$ cat src/rtl/perf_dump_sched.sv
// -----------------------------------------------------------------------------
// perf_dump_sched
//
// Frame scheduler for the cache-event performance monitor. It snapshots the
// flattened counter bank on a periodic timer tick or a manual request, clears
// the bank for one cycle, and then writes the snapshot into the UART TX FIFO
// one byte at a time as a framed packet:
//   HDR, seq+1, counter 0 (MSB byte first) .. counter NUM_CNT-1 [, checksum]
//
// Optional feature macro: DUMP_CHECKSUM_EN
//   When defined, an 8-bit XOR of the SEQ and DATA bytes follows the data.
//
// Ports:
//   clk          system clock, rising edge
//   rst          asynchronous active-high reset
//   cnt_i        counter bank, counter k at [k*CNT_W +: CNT_W]
//   start_i      manual dump request (level, sampled every cycle)
//   fifo_full_i  TX FIFO full
//   fifo_wr_en_o FIFO write strobe (combinational: emit state and not full)
//   fifo_data_o  FIFO write data (0 outside emit states)
//   clr_o        one-cycle counter-bank clear (high in the snapshot cycle)
//   busy_o       frame in progress
//   drop_o       one-cycle pulse: a trigger arrived while busy and was lost
//   seq_o        sequence number of the last completed frame
// -----------------------------------------------------------------------------
module perf_dump_sched #(
  parameter int         NUM_CNT = 8,
  parameter int         CNT_W   = 16,
  parameter int         PERIOD  = 1024,
  parameter logic [7:0] HDR     = 8'hA5
) (
  input  logic                     clk,
  input  logic                     rst,
  input  logic [NUM_CNT*CNT_W-1:0] cnt_i,
  input  logic                     start_i,
  input  logic                     fifo_full_i,
  output logic                     fifo_wr_en_o,
  output logic [7:0]               fifo_data_o,
  output logic                     clr_o,
  output logic                     busy_o,
  output logic                     drop_o,
  output logic [7:0]               seq_o
);

  localparam int TOTAL_W     = NUM_CNT * CNT_W;
  localparam int TOTAL_BYTES = TOTAL_W / 8;
  localparam int IDX_W       = (TOTAL_BYTES > 1) ? $clog2(TOTAL_BYTES) : 1;
  localparam int TMR_W       = $clog2(PERIOD);

  localparam logic [IDX_W-1:0] LAST_IDX = IDX_W'(TOTAL_BYTES - 1);
  localparam logic [TMR_W-1:0] TMR_LAST = TMR_W'(PERIOD - 1);

  typedef enum logic [2:0] {
    S_IDLE = 3'd0,
    S_SNAP = 3'd1,
    S_HDR  = 3'd2,
    S_SEQ  = 3'd3,
    S_DATA = 3'd4
`ifdef DUMP_CHECKSUM_EN
    ,
    S_CHK  = 3'd5
`endif
  } state_t;

  state_t             state_q;
  logic [TMR_W-1:0]   timer_q;
  logic [IDX_W-1:0]   idx_q;
  logic [TOTAL_W-1:0] shadow_q;
  logic [7:0]         seq_q;
  logic               clr_q;
  logic               drop_q;
`ifdef DUMP_CHECKSUM_EN
  logic [7:0]         acc_q;
`endif

  logic               timer_tick_s;
  logic               trig_s;
  logic               emit_s;
  logic               wr_s;
  logic [7:0]         data_s;
  logic [7:0]         seq_d;
  logic [TOTAL_W-1:0] stream_d;

  assign timer_tick_s = (timer_q == TMR_LAST);
  assign trig_s       = timer_tick_s | start_i;
  assign seq_d        = seq_q + 8'd1;

  // Free-running dump timer; it keeps counting while a frame is in progress.
  always_ff @(posedge clk or posedge rst) begin
    if (rst) begin
      timer_q <= {TMR_W{1'b0}};
    end else if (timer_tick_s) begin
      timer_q <= {TMR_W{1'b0}};
    end else begin
      timer_q <= timer_q + TMR_W'(1);
    end
  end

  // Reorder the bank into transmit order (counter 0 in the top bits) so the
  // shadow only ever has to shift left and present its top byte.
  always_comb begin
    stream_d = {TOTAL_W{1'b0}};
    for (int k = 0; k < NUM_CNT; k++) begin
      stream_d[(NUM_CNT-1-k)*CNT_W +: CNT_W] = cnt_i[k*CNT_W +: CNT_W];
    end
  end

  // Byte selection for the current emit state; data is a pure function of
  // registered state, so it holds unchanged while the FIFO is full.
  always_comb begin
    emit_s = 1'b0;
    data_s = 8'h00;
    case (state_q)
      S_HDR: begin
        emit_s = 1'b1;
        data_s = HDR;
      end
      S_SEQ: begin
        emit_s = 1'b1;
        data_s = seq_d;
      end
      S_DATA: begin
        emit_s = 1'b1;
        data_s = shadow_q[TOTAL_W-1 -: 8];
      end
`ifdef DUMP_CHECKSUM_EN
      S_CHK: begin
        emit_s = 1'b1;
        data_s = acc_q;
      end
`endif
      default: begin
        emit_s = 1'b0;
        data_s = 8'h00;
      end
    endcase
  end

  assign wr_s = emit_s & ~fifo_full_i;

  // Frame sequencer: snapshot, header, sequence byte, data bytes, checksum.
  always_ff @(posedge clk or posedge rst) begin
    if (rst) begin
      state_q  <= S_IDLE;
      idx_q    <= {IDX_W{1'b0}};
      shadow_q <= {TOTAL_W{1'b0}};
      seq_q    <= 8'h00;
      clr_q    <= 1'b0;
      drop_q   <= 1'b0;
`ifdef DUMP_CHECKSUM_EN
      acc_q    <= 8'h00;
`endif
    end else begin
      clr_q  <= 1'b0;
      // Any trigger outside IDLE is lost, including one in the finishing cycle.
      drop_q <= trig_s && (state_q != S_IDLE);
      case (state_q)
        S_IDLE: begin
          if (trig_s) begin
            state_q <= S_SNAP;
            clr_q   <= 1'b1;
          end
        end
        S_SNAP: begin
          shadow_q <= stream_d;
          idx_q    <= {IDX_W{1'b0}};
`ifdef DUMP_CHECKSUM_EN
          acc_q    <= 8'h00;
`endif
          state_q  <= S_HDR;
        end
        S_HDR: begin
          if (wr_s) begin
            state_q <= S_SEQ;
          end
        end
        S_SEQ: begin
          if (wr_s) begin
`ifdef DUMP_CHECKSUM_EN
            acc_q   <= acc_q ^ data_s;
`endif
            state_q <= S_DATA;
          end
        end
        S_DATA: begin
          if (wr_s) begin
            shadow_q <= shadow_q << 8;
`ifdef DUMP_CHECKSUM_EN
            acc_q    <= acc_q ^ data_s;
`endif
            if (idx_q == LAST_IDX) begin
              idx_q   <= {IDX_W{1'b0}};
`ifdef DUMP_CHECKSUM_EN
              state_q <= S_CHK;
`else
              seq_q   <= seq_d;
              state_q <= S_IDLE;
`endif
            end else begin
              idx_q <= idx_q + IDX_W'(1);
            end
          end
        end
`ifdef DUMP_CHECKSUM_EN
        S_CHK: begin
          if (wr_s) begin
            seq_q   <= seq_d;
            state_q <= S_IDLE;
          end
        end
`endif
        default: begin
          state_q <= S_IDLE;
        end
      endcase
    end
  end

  assign fifo_wr_en_o = wr_s;
  assign fifo_data_o  = data_s;
  assign clr_o        = clr_q;
  assign drop_o       = drop_q;
  assign busy_o       = (state_q != S_IDLE);
  assign seq_o        = seq_q;

endmodule

$ cat config.mk
export PLATFORM = sky130hd
export DESIGN_NAME = perf_dump_sched
export DESIGN_NICKNAME = d
export VERILOG_FILES = /design/src/rtl/perf_dump_sched.sv
export SDC_FILE = /design/constraint.sdc
export NUM_CORES = 1
export LEC_CHECK = 0
export BUFFER_PORTS_ARGS = -buffer_cell sky130_fd_sc_hd__buf_4
export CAP_MARGIN = 20
export CORE_UTILIZATION = 55
export DETAILED_ROUTE_END_ITERATION = 12
export PLACE_DENSITY_LB_ADDON = 0.08
export RECOVER_POWER = 25
export SYNTH_ARGS = -nofsm -noshare
export SYNTH_HDL_FRONTEND = slang
export SYNTH_SLANG_ARGS = --single-unit
$ cat constraint.sdc
create_clock -name clk -period 5 [get_ports clk]
set_input_delay 0.25 -clock clk [delete_from_list [all_inputs] [get_ports clk]]
set_output_delay 0.25 -clock clk [all_outputs]
set_load 0.005 [all_outputs]
; ---- Yosys cells after proc, flatten, opt, wreduce, memory -nomap -nowiden
; Index checks and enable logic that the tools add are counted.
[word_totals]
ff_bits = 155
output_inout_bits = 20
[op_classes]
n_addsub = 3
eq_ne = 11
muxes = 16
bitwise_logic = 3
reduce_logical = 8
[op_table]
columns = op, n
row1 = one-hot mux 128 bit (2 select lines), 1
row2 = 2-to-1 mux 128 bit, 1
row3 = one-hot mux 8 bit (3 select lines), 1
row4 = 2-to-1 mux 3 bit, 5
row5 = one-hot mux 3 bit (5 select lines), 1
row6 = "adder 10 x 1 -> 10 bit, second input constant", 1
row7 = "== test 10 bit, second input constant", 1
row8 = 2-to-1 mux 10 bit, 1
row9 = "!= test 2 bit, second input constant", 5
row10 = "adder 8 x 1 -> 8 bit, second input constant", 1
row11 = 2-to-1 mux 4 bit, 2
row12 = one-hot mux 4 bit (2 select lines), 1
row13 = "== test 3 x 2 -> 1 bit, second input constant", 2
row14 = AND reduction 5 bit, 1
row15 = "adder 4 x 1 -> 4 bit, second input constant", 1
row16 = "== test 4 bit, second input constant", 1
row17 = "== test 3 x 1 -> 1 bit, second input constant", 1
row18 = "== test 3 bit, second input constant", 1
row19 = logical NOT 3 bit, 1
row20 = 2-to-1 mux 1 bit, 3
row21 = AND reduction 3 bit, 1
row22 = nonzero test 3 bit, 1
row23 = OR reduction 3 bit, 1
row24 = AND reduction 2 bit, 1
row25 = 5 further kinds, 5

; ---- Logic depth before layout (Yosys ltp)
[depth]
ltp_word = 6
depth_mapped = 8
depth_no_buf = 5

; ---- Least setup slack after synthesis
; Ideal clock, no wire load.
[synth_path]
path_type = register to register
start = reg state_q[0]
end = reg shadow_q[26]
t_arrival_ns = 1.585
t_required_ns = 4.859
setup_slack_ns = 3.274
path_stages_with_launch = 8
synth_period_minus_slack_ns = 1.726
path_cell_list = dfrtp_1 -> buf_2 -> nor3b_1 -> o21ba_2 -> buf_2 -> buf_2 -> clkbuf_1 -> a31oi_1
[synth_between]
elab_chain_cells = 6
[synth_lines]
columns = item, line
row1 = from (decl), 65  ; state_t state_q;
row2 = from (signal assigned), 144  ; state_q <= S_IDLE;
row3 = from (signal assigned), 160  ; state_q <= S_SNAP;
row4 = from (signal assigned), 170  ; state_q <= S_HDR;
row5 = == test 3 bit / == test 3 x 2 -> 1 bit (equally long branches), "113, 157"
row6 = OR reduction 3 bit (no line), -
row7 = 2-to-1 mux 1 bit, 113  ; case (state_q)
row8 = AND 1 bit, 139  ; assign wr_s = emit_s & ~fifo_full_i;
row9 = != test 2 bit (no line), -
row10 = AND reduction 2 bit (no line), -
row11 = to (signal assigned), 146  ; shadow_q <= {TOTAL_W{1'b0}};
row12 = to (signal assigned), 165  ; shadow_q <= stream_d;
row13 = to (signal assigned), 187  ; shadow_q <= shadow_q << 8;
row14 = to (decl), 68  ; logic [TOTAL_W-1:0] shadow_q;
; Several ways; a longest one is shown, not always the timed one.
; A chain may end at the register's enable or synchronous reset.

; ---- Final worst setup path
[layout_path]
start = reg state_q[1]
end = reg shadow_q[126]
; The elaborated chain is that of the path after synthesis.

==> results.md <==
- Run status: complete, no violations
- Wirelength, routed: 16300 um
- Diode count: 0
- Classification of the worst setup path: reg -> reg
- Hold path depth: 2
- Signed area change from the synthesized netlist to the final layout: 23.9%
- Syn_area_per_cell: 8.51 um2
- Row count: 41
- Antenna violations before repair: 0
- Nature of the critical path startpoint: flop
- Clock root buffer master: clkbuf_16
- Portion of synthesized cell area occupied by the leading cell type: 54.8%
- Reg2reg path depth: 5
- Highest clock frequency the design can meet: 388 MHz
- Post-cts repair resize count: 0
- Post-CTS Hold Fix Bufs: 0
- Min-delay src: cnt_i[114]
- Setup TNS Final: 0 ns
- Top cells by instance count after synthesis: nand2_1, dfrtp_1, nor2_1, a31oi_1
- # nets final: 1078
- Delay of the slowest critical-path stage: 0.67 ns
- Critical register-to-register path startpoint: state_q[1]
- ANT nets after route: 0
- Post-placement setup slack: 2.47 ns
- Synthesized netlist net count: 966
- # Post-CTS Setup Buffers: 0
- Synth Flop Type: dfrtp_1
- Final hold violation count: 0
- Die Span X: 115 um
- Synthesized netlist cell count: 831
- Worst clock skew: 0.00810 ns
- Via count of the first global-routing pass: 5656
- Crit path cell chain: nor2_1 > and2_4 > buf_4 > nand2_1 > a31oi_1
- Count of H-tree levels built during CTS: 4
- Proportion of register bits with asynchronous set or reset after synthesis: 100%
- Count of final setup violators: 0
- Y dimension of the die: 115 um
- Area leader, netlist: dfrtp_1
- # IOs: 152
- Most used standard cell by instance count after synthesis: nand2_1
- Vias per inst: 5.44
- GPL Wtd Cong: 0.816
- Hold Crit Endpoint: shadow_q[2]
- Max-capacitance violation count: 0
- Final critical path time including I/O delays and setup: 2.58 ns
- Clock tree from TritonCTS: done
- Worst setup slack after layout: 2.42 ns
- Number of synthesis warnings: 0
- Static leakage: 3.99 nW
- Sequential share of the synthesized area: 54.8%
- Hold Crit Class: in -> reg
- Syn Std Cell Area: 7070 um2
- # clock sinks: 155
- Clock buffers created by TritonCTS: 17
- Endpoint of the most critical register-to-register path: shadow_q[126]
- HPWL after detailed placement: 10900 um
- Fillers: 1032
- Footprint of the multi-input gates: 2920 um2
- Largest cells by area after synthesis: dfrtp_1, nand2_1, a31oi_1, nor2_1, buf_2
- Worst rel slew slack: 32.0%
- Number of library cell types mapped by synthesis: 38
- Pin count of the biggest net entering global routing: 111
- Clk Latency, worst-skew pair: 0.41 ns
- Worst-margin pin slew: 1.02 ns
- Wire length of the first global-routing pass: 26600 um
- Count of routing violations after the opening detailed-route iteration: 494
- Wire length per cell: 14.5 um
- Worst-case vdd ir drop: 279 uV
- Number of enable-type register cells in the synthesized netlist: 0
- Worst-path cell with the longest stage delay: and2_4
- Area taken by flip-flops and latches: 3880 um2
- Initial core utilization: 56.3%
- Total vias in the final route: 6135
- Core area: 12600 um2
- Power per standard cell area: 549 nW/um2
- Required time of the critical path: 5.32 ns
- RSZ-0062 raised after global routing: no
- Slack of the worst reg-to-reg path: 2.42 ns
- Overall Global Routing Usage: 25.6%
- Number of storage elements in the synthesis netlist: 155
- Worst-path fanout max: 73
- Area of the die: 13300 um2
- Crit path capture type: flop
- Arrival time at the worst endpoint: 2.90 ns
- Fraction of final layout cells with drive strength greater than 1: 20.3%
- Crit share post-route: 51.5%
- Number of pins with negative max-slew slack in the final report: 0
- Number of port buffers: 151
- Clk pin slew, worst setup/hold paths: 0.06 ns
- Number of detailed-route iterations in the first pass: 5
- Start point of the critical path: state_q[1]
- Maximum number of buffers from clock root to sink: 2
- Remaining DRCs: 0
- Grt ovf: 0
-- logic make-up (layout without fill, tap and decap cells) --
| logic type | count (synthesis) | in the layout | synth area share (%) |
|---|---|---|---|
| and+or+nand+nor | 428 | 428 | 23.8 |
| buffers and inverters | 66 | 191 | 4.03 |
| DFF | 155 | 155 | 54.8 |
| adders and majority gates | 3 | 3 | 0.531 |
| xor gates and xnor gates | 20 | 20 | 2.48 |
| AOI/OAI and AO/OA | 159 | 159 | 14.4 |
-- per-stage QoR --
| stage | area [um2] | power (mW) | util, % | hold slack, ns | instances |
|---|---|---|---|---|---|
| after detailed placement | 8220 | 3.65 | 65.4 | 0.447 | 1096 |
| after floorplan | 7070 | 3.21 | - | 0.380 | 831 |
| after global routing | 8760 | 5.15 | 69.7 | 0.0443 | 1128 |
| final | 8760 | 4.81 | 69.7 | 0.0479 | 1128 |
| after CTS | 8770 | 4.83 | 69.8 | 0.0376 | 1128 |
| after global placement | 8220 | 3.56 | 65.4 | 0.440 | 1096 |
-- worst max-delay path by stage --
stage | to | slack, ns
floorplan | clr_o | 0.57
global placement | shadow_q[126] | 2.50
detailed placement | shadow_q[126] | 2.47
CTS | shadow_q[47] | 2.45
global route | shadow_q[111] | 2.20
finish | shadow_q[126] | 2.42
-- critical path, delay by kind of cell, from the launching register on --
family / cells / cell delay (ns)
simple gates: 3 / 1.11
buf+inv: 1 / 0.61
compound gates: 1 / 0.21
flops: 1 / 0.50
-- layout make-up --
class / instances / area share [%]
well taps: 172 / 2.46
clock inverters: 8 / 0.457
flip-flops and latches: 155 / 44.3
clock buffers: 24 / 5.84
inverters: 3 / 0.186
multi-input cells: 610 / 33.3
repair buffers: 156 / 13.5
-- cell usage in the layout (no fill, tap or decap), drive strengths merged, types with 2 or more instances in the layout --
cell | netlist | layout
a21oi | 7 | 7
nor2b | 4 | 4
buf | 33 | 155
xor2 | 9 | 9
xnor2 | 11 | 11
clkbuf | 30 | 25
o21bai | 2 | 2
nor2 | 134 | 134
ha | 3 | 3
o21ai | 11 | 11
nand4 | 3 | 3
nor3 | 5 | 5
inv | 3 | 3
and2 | 2 | 2
nand2 | 263 | 263
nand3 | 9 | 9
dfrtp | 155 | 155
clkinv | 0 | 8
a21o | 2 | 2
a22o | 9 | 9
or3 | 2 | 2
a31oi | 120 | 120
-- layer usage --
metal / GRT usage, % / vias to the layer above / routed length, um
li1: - / 3009 / -
met1: 36.1 / 2942 / 7520
met2: 39.8 / 161 / 7850
met3: 4.76 / 23 / 715
met4: 9.09 / 0 / 235
met5: 0 / - / 0
-- state kept, by name, summed over array words and instances, names as in the netlist --
name      count
clr_o         1
drop_o        1
idx_q         4
seq_o         8
shadow_q    128
state_q       3
timer_q      10
-- power breakdown --
part           total [mW]  switching, mW  internal [mW]
sequential           2.13          0.328           1.80
combinational        1.50          0.846          0.651
clock                1.18          0.477          0.707
(Power assumes the default switching activity.)
